`config.mk`:
```
export PLATFORM = sky130hd
export DESIGN_NAME = output_scheduler
export DESIGN_NICKNAME = d
export VERILOG_FILES = /design/src/rtl/output_scheduler.sv
export SDC_FILE = /design/constraint.sdc
export NUM_CORES = 1
export LEC_CHECK = 0
export CAP_MARGIN = 20
export CORE_MARGIN = 2
export CORE_UTILIZATION = 38
export CTS_CLUSTER_SIZE = 10
export DETAILED_ROUTE_END_ITERATION = 8
export PLACE_DENSITY = 0.76
export SYNTH_ARGS = -nofsm -noshare
export SYNTH_HDL_FRONTEND = slang
export SYNTH_SLANG_ARGS = --single-unit
```
`constraint.sdc`:
```
create_clock -name clock -period 2.9 [get_ports clock]
set_input_delay 0.58 -clock clock [delete_from_list [all_inputs] [get_ports clock]]
set_output_delay 0.58 -clock clock [all_outputs]
set_load 0.1 [all_outputs]
```
`src/rtl/output_scheduler.sv`:
```
// Round-robin drain of NUM_CH channel FIFOs into one output register with a four-phase IRQ/ack handshake.
// Optional NOTIFY timeout with a sticky overrun flag is compiled in with OUTPUT_SCHED_TIMEOUT_EN.
module output_scheduler #(
  parameter int NUM_CH   = 4,
  parameter int CH_W     = 3,
  parameter int IRQ_HOLD = 36
) (
  input  logic                  clock,
  input  logic                  reset_n,
  input  logic [NUM_CH-1:0]     ch_enable,
  input  logic [4*NUM_CH-1:0]   fifo_avail,
  input  logic [11*NUM_CH-1:0]  fifo_q,
  output logic [NUM_CH-1:0]     fifo_rdreq,
  output logic [10:0]           data_out,
  output logic [CH_W-1:0]       chan_out,
  output logic                  irq,
  input  logic                  host_ack,
  output logic                  busy,
  output logic                  overrun
);

  localparam int SLOTS = 1 << CH_W;

  typedef enum logic [2:0] {IDLE, READ, CAPTURE, NOTIFY, RELEASE} state_t;

  state_t           state, state_nxt;
  logic [CH_W-1:0]  rr_ptr;
  logic [CH_W-1:0]  sel;
  logic [CH_W-1:0]  pick;
  logic             found;
  logic             grant;
  logic             timeout;
  logic [SLOTS-1:0] eligible;
  logic [10:0]      q_arr [SLOTS];

  // Per-slot views padded to a power of two so CH_W-wide indices always fit.
  always_comb begin
    eligible = '0;
    for (int i = 0; i < SLOTS; i++) begin
      q_arr[i] = '0;
      if (i < NUM_CH) begin
        eligible[i] = ch_enable[i] && (fifo_avail[4*i +: 4] != 4'd0);
        q_arr[i]    = fifo_q[11*i +: 11];
      end
    end
  end

  always_comb begin
    logic [CH_W:0] idx;
    found = 1'b0;
    pick  = '0;
    idx   = '0;
    for (int k = 0; k < NUM_CH; k++) begin
      idx = {1'b0, rr_ptr} + (CH_W+1)'(k);
      if (idx >= (CH_W+1)'(NUM_CH))
        idx = idx - (CH_W+1)'(NUM_CH);
      if (!found && eligible[idx[CH_W-1:0]]) begin
        found = 1'b1;
        pick  = idx[CH_W-1:0];
      end
    end
  end

  // A high ack in IDLE belongs to a previous handshake, so it blocks the grant.
  assign grant = (state == IDLE) && !host_ack && found;
  assign busy  = (state != IDLE);

`ifdef OUTPUT_SCHED_TIMEOUT_EN
  logic [7:0] hold_cnt;

  assign timeout = (hold_cnt + 8'd1 == 8'(IRQ_HOLD));

  always_ff @(posedge clock or negedge reset_n) begin
    if (!reset_n) begin
      hold_cnt <= '0;
      overrun  <= 1'b0;
    end else begin
      if (state == CAPTURE)
        hold_cnt <= '0;
      else if (state == NOTIFY)
        hold_cnt <= hold_cnt + 8'd1;
      if (state == NOTIFY && !host_ack && timeout)
        overrun <= 1'b1;
    end
  end
`else
  assign timeout = 1'b0;
  assign overrun = 1'b0;
`endif

  always_ff @(posedge clock or negedge reset_n) begin
    if (!reset_n)
      state <= IDLE;
    else
      state <= state_nxt;
  end

  always_comb begin
    state_nxt = state;
    case (state)
      IDLE:     if (grant) state_nxt = READ;
      READ:     state_nxt = CAPTURE;
      CAPTURE:  state_nxt = NOTIFY;
      NOTIFY: begin
        if (host_ack)
          state_nxt = RELEASE;
        else if (timeout)
          state_nxt = IDLE;
      end
      RELEASE:  if (!host_ack) state_nxt = IDLE;
      default:  state_nxt = IDLE;
    endcase
  end

  always_ff @(posedge clock or negedge reset_n) begin
    if (!reset_n) begin
      rr_ptr     <= '0;
      sel        <= '0;
      fifo_rdreq <= '0;
      data_out   <= '0;
      chan_out   <= '0;
      irq        <= 1'b0;
    end else begin
      case (state)
        IDLE: begin
          if (grant) begin
            sel        <= pick;
            fifo_rdreq <= NUM_CH'(1) << pick;
          end
        end
        READ:
          fifo_rdreq <= '0;
        CAPTURE: begin
          data_out <= q_arr[sel];
          chan_out <= sel;
          irq      <= 1'b1;
          rr_ptr   <= (sel == CH_W'(NUM_CH-1)) ? '0 : sel + 1'b1;
        end
        NOTIFY:
          if (host_ack || timeout)
            irq <= 1'b0;
        default: ;
      endcase
    end
  end

endmodule

```
=== After elaboration in Yosys (flattened, before gate mapping) ===
Cells that the tools add are included.

* $add $sub $neg: 8
* Multiply operators: 0
* Div/mod/pow operators: 0
* $lt $le $gt $ge: 9
* Equal/unequal tests: 8
* Shifts and indexed selects: 1
* Multiplexer cells: 32
* Bitwise gates (word level): 1
* Reductions and logical operators: 25

{| class="wikitable"
|+ Operators with widths
! kind !! number
|-
| $mux 3 || 12
|-
| $bmux 11 s3 || 1
|-
| $mux 11 || 2
|-
| $lt 3x4->1 const B || 4
|-
| $reduce_bool 4->1 || 4
|-
| $pmux 3 s5 || 1
|-
| $bmux 1 s3 || 4
|-
| $ge 4x3->1 const B || 3
|-
| $sub 3x3->3 const B || 4
|-
| $eq 3x2->1 const B || 3
|-
| $logic_and 1x1->1 || 9
|-
| $mux 1 || 9
|-
| $add 3x2->4 const B || 2
|-
| $pmux 4 s2 || 1
|-
| $ne 2x2->1 const B || 3
|-
| $reduce_and 2->1 || 3
|-
| $add 3x1->4 const B || 1
|-
| $ge 4x4->1 const B || 1
|-
| $logic_not 1->1 || 4
|-
| $mux 4 || 1
|-
| $not 3->4 || 1
|-
| $reduce_bool 2->1 || 2
|-
| $shl 1x3->4 const A || 1
|-
| $add 3x1->3 const B || 1
|-
| other kinds (7) || 7
|}

* Bits in registers: 28
* Bits in latches: 0
* RAM bits: 0
* ROM bits: 0
* Bits of input ports: 67
* Memories: 0

=== Longest topological paths before layout ===
* Word-level depth: 17
* Mapped depth: 9

=== Worst setup path before layout ===
No wires, ideal clock.

* Path kind: register -> register
* Start: register state[2]
* End: register fifo_rdreq[0]
* Library setup time: 122 ps
* Arrival time: 2229 ps
* Required time: 2778 ps
* Slack: 549 ps
* Stages on the path, launching flop included: 6
* Cells stage by stage: dfrtp_1 -> clkbuf_1 -> or3_1 -> a311o_2 -> and2_1 -> a22o_1

* Longest elaborated chain between the ends: 5
* Elaborated cells between the ends (all ways): 8
* Classes of those cells: eq/ne: 2; mux: 1; reduce/logical: 5

{| class="wikitable"
|+ Ends and longest elaborated chain
! what !! line !! RTL
|-
| from (decl) || 26 || <nowiki>state_t state, state_nxt;</nowiki>
|-
| from (signal assigned) || 95 || <nowiki>state <= state_nxt;</nowiki>
|-
| $logic_not 3->1 || 65, 124 ||
|-
| $logic_and 1x1->1 (2 in series) || 65 || <nowiki>assign grant = (state == IDLE) && !host_ack && found;</nowiki>
|-
| $ne 2x2->1 (no source line) || - ||
|-
| $reduce_and 2->1 (no source line) || - ||
|-
| to (signal assigned) || 128 || <nowiki>fifo_rdreq <= NUM_CH'(1) << pick;</nowiki>
|-
| to (decl) || 13 || <nowiki>output logic [NUM_CH-1:0] fifo_rdreq,</nowiki>
|}

Several ways; a longest one is shown, not always the timed one.
A chain may end at the register's enable or synchronous reset.

=== Worst setup path in the final report ===
* Start: register rr_ptr[1]
* End: register fifo_rdreq[1]

* Longest elaborated chain between the ends: 17
* Elaborated cells between the ends (all ways): 43
* Classes of those cells: add/sub: 7; order compare: 4; eq/ne: 1; shift: 1; mux: 22; reduce/logical: 8

{| class="wikitable"
|+ Ends and longest elaborated chain
! what !! line !! RTL
|-
| from (decl) || 27 || <nowiki>logic [CH_W-1:0] rr_ptr;</nowiki>
|-
| from (signal assigned) || 137 || <nowiki>rr_ptr <= (sel == CH_W'(NUM_CH-1)) ? '0 : sel + 1'b1;</nowiki>
|-
| parallel branches: the longest is 17 deep, another holds $add 3x1->4 || - ||
|}

Parallel ways; which one is timed is not known. The select of a mux whose other input is x is not followed.

==> flow_summary.yaml <==
timing:
  clock.fmax_ghz: 0.399
  finalCriticalPeriod_ns: 2.50
  slew_headroom: 0.464
  rsz0062_at_grt: "false"
  hold_viol: 0
  skew_ns: 0.00551
  setup_slack_ns: 0.396
  slew_violations: 0
  setup_violations: 0
  setup-tns-final_ns: 0
  worst_slew_pin_slew_ns: 0.801
  fin_crit_sh: 0.863
clock_tree:
  clk_latency_ns: 0.27
  cts.repair_timing.setup_buffer_count: 0
  cts_max_level: 1
  clock_sinks: 28
  path_clk_slew_ns: 0.09
  cts_buffers: 3
  clk_path_buf_depth: 2
  cts_tree: "done"
  cts_resized: 0
  postCtsHoldBufs: 0
  cts-root-buf: "clkbuf_8"
logic_synthesis:
  synth.cell_area_um2: 1780
  yosysTopAreaCell: "dfrtp_1"
  synth_xor_area_frac: 0
  muxShareOfSynthArea: 0.176
  ys.flop_type: "dfrtp_1"
  yosys_warnings: 0
  yosysSeqAreaShare: 0.394
  synth-edff-count: 0
  async_reset_ff_frac: 1.00
  synth_top_family_by_area: "compound AO/OA/AOI/OAI gates"
  synth_nets: 227
  avgSynthCellArea_um2: 11.3
  yosys.area_share.simple: 0.124
  synth.area.top_cells: "dfrtp_1 39%, mux4_2 14%, a22o_1 6.9%"
  synthAdderAreaFrac: 0.0211
  syn_inst: 157
  synth_top_area_frac: 0.394
  synth-compound-area-share: 0.245
  synth_seq_cells: 28
  yosysUniqueCellTypes: 48
setup_path:
  crit_chain: "inv_1, ha_1, mux2i_1, a2bb2oi_2, a311o_2, and2_1, a22o_1"
  worstPathMaxFanout: 9
  r2r_setup_slack_ns: 0.40
  path_class: "reg2reg"
  crit_buf_inv: 1
  required_ns: 3.06
  cp_top_family: "compound AO/OA/AOI/OAI gates"
  crit_path_start_kind: "register"
  cp.arrival_ns: 2.67
  slowest_delay_ns: 0.49
  end_kind: "register"
  crit_slowest_cell: "ha_1"
die:
  start_util: 0.400
  die_y_um: 72.4
  die-area_um2: 5250
  core_um2: 4440
  num_rows: 24
  ios: 88
  die_w_um: 72.4
place:
  place_ws_ns: 0.177
  gp_congestion: 0.873
  io_buffers: 86
  hpwl_um: 3820
cells_and_area:
  final_common_cell: "clkdlybuf4s50_1"
  diodes: 0
  layout_common_cells: "66 x clkdlybuf4s50_1, 28 x dfrtp_1, 24 x buf_4"
  syn2layout_area_growth_pct: 51.1
  drive_gt1_frac: 0.230
  nets: 310
routing:
  wl_per_cell_um: 16.2
  drt_first_pass_iters: 4
  vias: 1613
  finalWirelength_um: 4720
  avgViaCountPerCell: 5.54
  drc: 0
  drtIter0Drc: 86
  ant_nets: 0
global_route:
  grt_pass1_wl_um: 7360
  grt_pass1_vias: 1529
  grt_usage: 0.178
  grt.overflow.total: 0
  antenna_found_initial: 0
  grt_max_degree: 29
pwr:
  ir_drop_v: 0.000472
  powerDensity_nw_per_um2: 1120
  power_w: 0.00301
  leakagePower_nw: 1.12
run_status:
  status: "finished, final reports clean"
hold_path:
  hold_class: "reg2reg"
job:
  drv_cap: 0
[report_power, final]
part	total [W]	leakage (nW)	switching [W]	internal, W
clock network	0.000237	0.0288	0.000116	0.000121
logic	0.00205	0.736	0.00134	0.000705
registers	0.000729	0.355	0.000184	0.000545
[worst paths after layout]
kind	start	end	depth (start not counted)
worst min register to register	data_out[10]	data_out[10]	1
worst min-delay path	data_out[10]	data_out[10]	1
max in group asynchronous	reset_n	data_out[5]	2
min in group asynchronous	reset_n	data_out[8]	2
worst max register to register	rr_ptr[1]	fifo_rdreq[1]	7
worst max-delay path	rr_ptr[1]	fifo_rdreq[1]	7
[area by class of cell]
| cell class | count | area, um2 |
|---|---|---|
| fill | 365 | 1760 |
| tap | 52 | 65.1 |
| inverter | 4 | 15.0 |
| clock buffer | 4 | 55.1 |
| multi-input combinational | 113 | 1010 |
| timing repair buffer | 90 | 841 |
| sequential | 28 | 701 |
[through the flow]
stage,instances,hold slack (ns),area [um2],util
2_1_floorplan,157,0.284,1780,-
3_3_place_gp,287,0.490,2630,0.592
3_5_place_dp,287,0.493,2630,0.592
4_1_cts,291,0.518,2690,0.605
5_1_grt,291,0.527,2690,0.605
6_report,291,0.512,2690,0.605
[sequential cells by signal (all words and copies together) (netlist names)]
| register | count |
|---|---|
| state | 3 |
| fifo_rdreq | 4 |
| chan_out | 3 |
| sel | 3 |
| data_out | 11 |
| irq | 1 |
| rr_ptr | 3 |
[synth_stat cells (4+ instances only)]
cell,n
dfrtp_1,28
nand2_1,16
a22o_1,14
mux4_2,11
clkbuf_1,7
o21ai_1,7
and2_1,5
mux2_2,4
o21ai_0,4
[metal layers]
layer  vias up  wire length [um]  GRT usage
li1        777                 -          -
met1       788              2050      0.241
met2        42              2410      0.304
met3         6               193     0.0292
met4         0                64     0.0370
met5         -                 0          0
[cell families after synthesis]
logic type               Yosys count
flip-flops                        28
buffers and inverters             16
multiplexers                      17
AND/OR/NAND/NOR                   41
other                              1
adder cells (fa/ha/maj)            3
AO/OA/AOI/OAI                     51
Note: power is estimated with default switching activity, not from simulation.
